[config.mk]
export PLATFORM = sky130hd
export DESIGN_NAME = ws2812_pixel_buffer
export DESIGN_NICKNAME = d
export VERILOG_FILES = /design/src/rtl/ws2812_pixel_buffer.sv
export SDC_FILE = /design/constraint.sdc
export NUM_CORES = 1
export LEC_CHECK = 0
export CAP_MARGIN = 20
export CORE_ASPECT_RATIO = 0.8
export CORE_MARGIN = 2
export CORE_UTILIZATION = 30
export CTS_CLUSTER_DIAMETER = 40
export DETAILED_ROUTE_END_ITERATION = 10
export PLACE_DENSITY = 0.52
export SLEW_MARGIN = 10
export SYNTH_ARGS = -nofsm -noshare
export SYNTH_HDL_FRONTEND = slang
export SYNTH_SLANG_ARGS = --single-unit
[constraint.sdc]
create_clock -name clock -period 10.25 [get_ports clock]
set_input_delay 2.05 -clock clock [delete_from_list [all_inputs] [get_ports clock]]
set_output_delay 2.05 -clock clock [all_outputs]
set_load 0.01 [all_outputs]
[src/rtl/ws2812_pixel_buffer.sv]
// ws2812_pixel_buffer
//   Double-buffered pixel store in front of the WS2812 serial controller.
//   Host writes land in the shadow bank after brightness scaling and
//   reordering into the controller's LSB-first transmit order. A commit
//   request swaps shadow and active banks only when the controller's
//   data_index wraps from the last pixel back to 0. This keeps each
//   transmitted frame consistent.
//
// Ports
//   clock, reset    : system clock, synchronous active-high reset
//   wr_valid/ready  : pixel write handshake (ready drops while a commit waits)
//   wr_addr, wr_rgb : pixel index and {R,G,B} colour
//   brightness      : global scale, sampled with the accepted write
//   commit          : request a bank swap at the next frame boundary
//   commit_pending  : swap requested but not yet performed
//   swap            : one-cycle pulse on the cycle the banks swap
//   wr_error        : one-cycle pulse for an accepted write past RGB_NUM-1
//   data_index      : pixel index currently requested by the controller
//   data_in         : active-bank pixel in serial order (combinational)
module ws2812_pixel_buffer #(
  parameter int RGB_NUM_WIDTH = 4,
  parameter int RGB_NUM       = 8
) (
  input  logic                     clock,
  input  logic                     reset,
  input  logic                     wr_valid,
  output logic                     wr_ready,
  input  logic [RGB_NUM_WIDTH-1:0] wr_addr,
  input  logic [23:0]              wr_rgb,
  input  logic [7:0]               brightness,
  input  logic                     commit,
  output logic                     commit_pending,
  output logic                     swap,
  output logic                     wr_error,
  input  logic [RGB_NUM_WIDTH-1:0] data_index,
  output logic [23:0]              data_in
);

  localparam int DATA_W = 24;
  localparam int COEF_W = 8;
  localparam int IDX_W  = (RGB_NUM > 1) ? $clog2(RGB_NUM) : 1;
  localparam logic [RGB_NUM_WIDTH:0]   NUM_EXT  = (RGB_NUM_WIDTH+1)'(RGB_NUM);
  localparam logic [RGB_NUM_WIDTH-1:0] LAST_IDX = RGB_NUM_WIDTH'(RGB_NUM - 1);

  // c * (b + 1) >> 8: b = 255 is identity, b = 0 blanks the channel.
  function automatic logic [7:0] scale_chan(input logic [7:0] c,
                                            input logic [COEF_W-1:0] b);
    logic [16:0] prod;
    prod = {9'b0, c} * ({9'b0, b} + 17'd1);
    return prod[15:8];
  endfunction

  function automatic logic [7:0] bit_rev8(input logic [7:0] v);
    logic [7:0] r;
    for (int k = 0; k < 8; k++) begin
      r[k] = v[7-k];
    end
    return r;
  endfunction

  // The controller shifts bit 0 out first while the LED expects G7 first,
  // so each channel is bit-reversed and the channels ordered B:R:G.
  function automatic logic [DATA_W-1:0] pack_word(input logic [7:0] r,
                                                  input logic [7:0] g,
                                                  input logic [7:0] b);
    return {bit_rev8(b), bit_rev8(r), bit_rev8(g)};
  endfunction

  logic [DATA_W-1:0]        bank [0:1][0:RGB_NUM-1];
  logic                     sel;
  logic [RGB_NUM_WIDTH-1:0] idx_q;
  logic                     frame_done;

  logic                     accept_p0;
  logic [DATA_W-1:0]        word_p0;

  logic                     vld_p1;
  logic [RGB_NUM_WIDTH-1:0] addr_p1;
  logic [DATA_W-1:0]        word_p1;
  logic                     in_range_p1;

  // ---- stage p0: handshake, scaling and reorder on the acceptance cycle
  assign wr_ready  = !commit_pending;
  assign accept_p0 = wr_valid && wr_ready;
  assign word_p0   = pack_word(scale_chan(wr_rgb[23:16], brightness),
                               scale_chan(wr_rgb[15:8],  brightness),
                               scale_chan(wr_rgb[7:0],   brightness));

  always_ff @(posedge clock) begin
    if (reset) begin
      vld_p1 <= 1'b0;
    end else begin
      vld_p1 <= accept_p0;
    end
  end

  always_ff @(posedge clock) begin
    if (accept_p0) begin
      addr_p1 <= wr_addr;
      word_p1 <= word_p0;
    end
  end

  // ---- stage p1: write into the shadow bank (sel as it was before the edge)
  assign in_range_p1 = ({1'b0, addr_p1} < NUM_EXT);
  assign wr_error    = vld_p1 && !in_range_p1;

  always_ff @(posedge clock) begin
    if (reset) begin
      for (int b = 0; b < 2; b++) begin
        for (int i = 0; i < RGB_NUM; i++) begin
          bank[b][i] <= '0;
        end
      end
    end else if (vld_p1 && in_range_p1) begin
      bank[~sel][addr_p1[IDX_W-1:0]] <= word_p1;
    end
  end

  // ---- frame boundary and bank swap
  assign frame_done = (idx_q == LAST_IDX) && (data_index == '0);
  assign swap       = commit_pending && frame_done;

  always_ff @(posedge clock) begin
    if (reset) begin
      idx_q          <= '0;
      sel            <= 1'b0;
      commit_pending <= 1'b0;
    end else begin
      idx_q <= data_index;
      if (swap) begin
        sel            <= ~sel;
        commit_pending <= 1'b0;
      end else if (commit) begin
        commit_pending <= 1'b1;
      end
    end
  end

  // ---- read path: combinational lookup into the active bank
  always_comb begin
    data_in = '0;
    if ({1'b0, data_index} < NUM_EXT) begin
      data_in = bank[sel][data_index[IDX_W-1:0]];
    end
  end

endmodule

======== Word-level counts from Yosys, hierarchy flattened ========
Memory sizes are Yosys's and may differ from the RTL's. A register that Yosys moved wholly into a read port is not among the register bits.
Index checks and enable logic that the tools add are counted.
word-level totals
  memories kept ........................... 1
  bits in writable memories ............... 384
  register bits ........................... 35
  input port bits ......................... 44
  word-level logic and storage cells ...... 47
  output and inout bits ................... 28
memory list
  name  depth  width  rd ports  clocked after Yosys merged registers in  write ports  RTL line  RTL
  bank  2      192    1         1                                        2            69        logic [DATA_W-1:0] bank [0:1][0:RGB_NUM-1];
operators by class
  multiplexer cells ....................... 16
  reduce and logical (&&, ||, !) cells .... 11
  $mul .................................... 3
  equal/unequal tests ..................... 1
  bitwise gates (word level) .............. 3
  magnitude comparators ................... 5
  $add $sub $neg .......................... 1
operators by type and width
  operator                                                                       number
  192-bit two-way mux                                                            3
  192-bit OR reduction                                                           1
  24-bit two-way mux                                                             4
  24-bit binary-select mux with 3-bit select                                     1
  24-bit demux with 3-bit select                                                 1
  8-bit by 17-bit multiplier with 16-bit output                                  2
  8-bit by 9-bit multiplier with 16-bit output                                   1
  8-bit by 1-bit adder with 9-bit output (second input constant)                 1
  4-bit greater-or-equal comparator (second input constant)                      2
  4-bit less-than comparator (second input constant)                             2
  3-bit NOT with 4-bit output                                                    2
  1-bit two-way mux                                                              7
  1-bit logical AND                                                              6
  4-bit by 3-bit == test with 1-bit output (second input constant)               1
  4-bit logical NOT                                                              1
  4-bit by 1-bit less-than comparator with 1-bit output (second input constant)  1
  1-bit logical NOT                                                              2
  2-bit OR reduction                                                             1
  1-bit NOT                                                                      1

======== Logic depth before layout (Yosys ltp) ========
  word-level depth ........................ 8
  depth in mapped cells ................... 18
  gate-level depth less buffers ........... 17

======== Worst setup path before layout ========
OpenSTA, ideal clock, no wires.
  kind .................................... input -> register
  start point ............................. input brightness[0]
  end point ............................... register word_p1[17], data pin
  path slack .............................. 3.478 ns
  data arrival time ....................... 6.513 ns
  buffers on the path ..................... 1
  library setup time ...................... 0.259 ns
  stages on the path ...................... 18
  cell sequence ........................... ha_1 -> nand3_1 -> nor2_1 -> xor2_1 -> clkbuf_1 -> and2_1 -> fa_1 -> fa_1 -> fa_1 -> inv_1 -> fa_1 -> inv_1 -> ha_1 -> and2_1 -> a221oi_1 -> o221ai_1 -> a41oi_1 -> xnor2_1
between the ends
  word-level cells in the longest chain between the ends .. 2
RTL lines
  element                                       RTL line  RTL
  start, declared                               30        input logic [7:0] brightness,
  8-bit by 1-bit adder with 9-bit output        49        prod = {9'b0, c} * ({9'b0, b} + 17'd1);
  8-bit by 9-bit multiplier with 16-bit output  49
  via word_p0[17]                               75        logic [DATA_W-1:0] word_p0;
  end signal, assigned                          100       word_p1 <= word_p0;
  end, declared                                 79        logic [DATA_W-1:0] word_p1;
The timed path passes the listed nets, and every way through them passes these cells.
A chain may end at the register's enable or synchronous reset.

======== Worst setup path in the final report ========
Ends and elaborated chain as after synthesis.

==> run summary <==
The run finished with clean final reports. The number of enable-type register cells in the synthesized netlist is 412. The endpoint arrival time on the critical path is 8190 ps.

The biggest area consumer among synthesized cells is sky130_fd_sc_hd__edfxtp_1. Among all flip-flop cells after synthesis, the most frequent one is sky130_fd_sc_hd__edfxtp_1. The count of buffers inserted at the top-level ports is 71. The leakage power figure is 10.9 nW. The boundary pin count is 72.

The net count of the mapped netlist is 1968. The delay of the slowest cell on the worst path came out at 1020 ps. The post-cts repair resize count came out at 0.

TritonCTS built the clock tree. In this run the worst hold path is classified as reg -> reg. The max-slew violation count came out at 0. The total net switching power is 1.71 mW. The final net count came out at 2062. In this run the biggest area consumer among cell types represents 51.7% of the synthesized area. The worst setup path is of the in -> reg kind.

The portion of the clock cycle consumed by the worst path in the final layout came out at 76.6%. The combinational cell fraction of total power is 23.5%. The overall fraction of global-route tracks in use came out at 15.7%. The clock drives 420 sinks.

The worst clock skew came out at 18.4 ps. Cells with a size suffix above 1 make up 15.3% of the layout. Traced cell by cell, the critical path runs through clkdlybuf4s50_1 > nand2_1 > nor2_1 > and3_1 > xor2_1 > and2_1 > fa_1 > fa_1 > fa_1 > inv_1 > fa_1 > inv_1 > ha_1 > and2_1 > a221oi_1 > o221ai_1 > a41oi_1 > xnor2_1. The average routed wire per standard cell came out at 22.0 µm.

In the routed design, unresolved DRC markers number 0. The total wirelength of the detailed-routed design came out at 63.6 mm. Across all layers, the routed design uses 13900 vias. After routing the design area is 28000 µm². The top fanout value on the critical path is 22. The H-tree depth came out at 2. The die outline height came out at 257 µm. After detailed placement, the total cell area comes to 26000 µm².

The number of buffers inserted during clock tree synthesis came out at 60. The number of buffers on the longest clock path came out at 3. The final sum of negative setup slack came out at 0 ps. Data on the critical path is required at its endpoint by 10590 ps.

Setup repair after global routing left no endpoint under its margin. The count of max-cap constraint violations is 0. STA classifies the critical path endpoint as a flip-flop.

The detailed-route vias per instance is 4.82. STA classifies the critical path startpoint as a primary input. The via count of the first global-routing pass came out at 14800. The total of warnings raised by yosys is 0.

The internal power contribution is 3.85 mW. The tree is rooted in a sky130_fd_sc_hd__clkbuf_16. The initial DRC count came out at 996. The part of the Yosys area used for sequential elements is 52.4%. Synthesis produced a netlist whose cell count is 1707. The maximum clock frequency is 127 MHz. Once layout is complete, the utilization of the core stands at 35.6%. The clock transition at the register clock pins on the worst setup and hold paths after CTS is 50 ps. The length of the first detailed-routing pass in iterations is 5. The chip width came out at 320 µm.

The average cell area after synthesis is 14.0 µm². The instance count after placement with tap cells included came out at 2773. Ranked by total cell area, the synthesized netlist is headed by sky130_fd_sc_hd__edfxtp_1, sky130_fd_sc_hd__mux4_2, sky130_fd_sc_hd__fa_1, sky130_fd_sc_hd__and2_1, sky130_fd_sc_hd__ha_1.

The half-perimeter wire length of the detailed placement result came out at 39.5 mm. The clock network latency to the later pin of the worst-skew pair came out at 610 ps. The distinct cell type count of the synthesized netlist is 53. At the pin with the least slew margin, the transition time is 1090 ps. Across the VDD grid, the largest voltage drop is 0.131 mV. The first global-routing pass estimated 96.5 mm of wire. The count of placed standard cells in the final layout, fillers left out came out at 2888. In this run the standard cell core region covers 78900 µm². Relative to the synthesized area, the layout overhead comes to 17.2%.

Summing every instance area after synthesis gives 23900 µm². Buffers added to address setup during post-CTS repair amount to 0. The minimum setup slack among reg-to-reg paths came out at 6060 ps. The sequential group share of total power came out at 39.4%.

The cell that appears most often on the critical path is sky130_fd_sc_hd__fa_1. The routability congestion estimate is 0.810. The post-route antenna net violation count came out at 0.

The relative contribution of the clock network to total power is 37.1%. In this run, synthesis produced a sequential element count of 420. The global-route congestion overflow total came out at 0. Of the total power, the share spent switching nets is 30.8%. The final number of hold-violating endpoints came to 0. Setup violations remaining at the end of the flow were counted as 0. Counting flops with an async set or reset pin after synthesis yields a share of 0%. The full die area came out at 82100 µm². The power density normalized to cell area is 198 nW/µm². For the finished layout, the period the worst path requires is 7850 ps. The cell with the largest stage delay on the worst path is sky130_fd_sc_hd__clkdlybuf4s50_1. The starting utilization of the core area came out at 30.3%.

Measured against its own limit, the worst slew margin works out to 27.5%. The maximum number of pins on one net before global-route repair came out at 51. The initial antenna violation count was 7. The hold-fix buffer count after cts is 0. The floorplan has 92 rows.
==> cells in the mapped netlist (2+ instances only) <==
master	n
sky130_fd_sc_hd__a21o_1	8
sky130_fd_sc_hd__o31ai_1	3
sky130_fd_sc_hd__buf_6	5
sky130_fd_sc_hd__clkbuf_1	56
sky130_fd_sc_hd__a41oi_1	2
sky130_fd_sc_hd__nand4b_1	3
sky130_fd_sc_hd__o21ai_1	2
sky130_fd_sc_hd__fa_1	120
sky130_fd_sc_hd__a221oi_1	3
sky130_fd_sc_hd__a21oi_1	26
sky130_fd_sc_hd__or2_1	7
sky130_fd_sc_hd__inv_1	185
sky130_fd_sc_hd__buf_2	11
sky130_fd_sc_hd__and2_1	319
sky130_fd_sc_hd__xnor2_1	23
sky130_fd_sc_hd__nor2b_1	48
sky130_fd_sc_hd__and3_1	4
sky130_fd_sc_hd__edfxtp_1	412
sky130_fd_sc_hd__mux4_2	120
sky130_fd_sc_hd__o21bai_1	4
sky130_fd_sc_hd__xor2_1	15
sky130_fd_sc_hd__ha_1	97
sky130_fd_sc_hd__nand2b_1	10
sky130_fd_sc_hd__nand3b_1	2
sky130_fd_sc_hd__o21a_1	2
sky130_fd_sc_hd__nor2_1	75
sky130_fd_sc_hd__o2111ai_1	2
sky130_fd_sc_hd__a31oi_1	5
sky130_fd_sc_hd__o21ai_0	6
sky130_fd_sc_hd__nand4_1	3
sky130_fd_sc_hd__nand3_1	9
sky130_fd_sc_hd__nand2_1	84
sky130_fd_sc_hd__dfxtp_1	8
sky130_fd_sc_hd__buf_1	3
sky130_fd_sc_hd__nor3_1	7
==> cells in the final DEF (no fill, tap or decap), drive strengths merged, types with 3 or more instances in the layout <==
| cell type | n |
|---|---|
| a21o | 8 |
| a21oi | 26 |
| a221oi | 3 |
| a31oi | 5 |
| and2 | 319 |
| and3 | 4 |
| buf | 39 |
| bufinv | 6 |
| clkbuf | 63 |
| clkdlybuf4s50 | 68 |
| clkinv | 26 |
| clkinvlp | 6 |
| dfxtp | 8 |
| edfxtp | 412 |
| fa | 120 |
| ha | 97 |
| inv | 199 |
| mux4 | 120 |
| nand2 | 84 |
| nand2b | 10 |
| nand3 | 9 |
| nand4 | 3 |
| nand4b | 3 |
| nor2 | 75 |
| nor2b | 48 |
| nor3 | 7 |
| o21ai | 8 |
| o21bai | 4 |
| o31ai | 3 |
| or2 | 7 |
| xnor2 | 23 |
| xor2 | 15 |
==> stage by stage <==
stage,setup slack (ps),total power [mW],hold slack [ps]
after global placement,2090,3.51,687
final,2400,5.56,727
after detailed placement,1790,3.54,699
after floorplan,3480,3.08,533
after CTS,2430,5.61,712
after global routing,1970,5.88,763
==> registers in the layout, indices dropped and copies added (netlist names), named ones only <==
| signal | flops |
|---|---|
| vld_p1 | 1 |
| commit_pending | 1 |
| addr_p1 | 4 |
| bank | 384 |
| sel | 1 |
| idx_q | 4 |
| word_p1 | 24 |
==> worst paths after layout <==
path                                startpoint              to  depth (start not counted)
worst max-delay path             brightness[0]     word_p1[17]                         18
worst min-delay path            commit_pending  commit_pending                          2
worst max register to register      addr_p1[3]     bank[0][65]                          6
worst min register to register  commit_pending  commit_pending                          2
==> worst max-delay path: cells and delay by family <==
family / cells / cell delay, ps
adders and majority gates: 5 / 2250
buffers and inverters: 3 / 1110
AOI/OAI and AO/OA: 3 / 1010
and+or+nand+nor: 5 / 940
xor gates and xnor gates: 2 / 820
==> routing by layer <==
| layer | vias to the layer above | wire [µm] | GRT usage (%) | part of all wire (%) |
|---|---|---|---|---|
| met5 | - | 27 | 0 | 0.042 |
| met4 | 4 | 687 | 2.59 | 1.1 |
| met3 | 59 | 4100 | 3.20 | 6.5 |
| met2 | 403 | 29100 | 24.8 | 46 |
| met1 | 7272 | 29600 | 22.6 | 47 |
| li1 | 6180 | - | - | - |
==> cell families after synthesis <==
group	count (synthesis)	share of synthesized area [%]
xor+xnor	38	1.39
mux	120	11.3
compound gates	76	2.14
fa+ha+maj	217	15.1
simple gates	575	13.4
buf+inv	261	4.31
flops	420	52.4
==> final cells by class <==
cell class / count / area (µm²)
Antenna cell: 1 / 2.50
Timing Repair Buffer: 107 / 971
Tap cell: 1034 / 1290
Inverter: 186 / 698
Sequential cell: 420 / 12500
Multi-Input combinational cell: 1026 / 10500
Clock inverter: 51 / 500
Fill cell: 7497 / 50800
Clock buffer: 63 / 1530
==> power by group through the flow <==
stage / clock network [mW] / logic, mW / registers (mW)
after CTS: 2.10 / 1.32 / 2.19
after floorplan: 0 / 0.944 / 2.14
after detailed placement: 0 / 1.31 / 2.22
final: 2.06 / 1.31 / 2.19
after global placement: 0 / 1.29 / 2.22
after global routing: 2.17 / 1.51 / 2.21
Power figures use the tool's default switching activity.
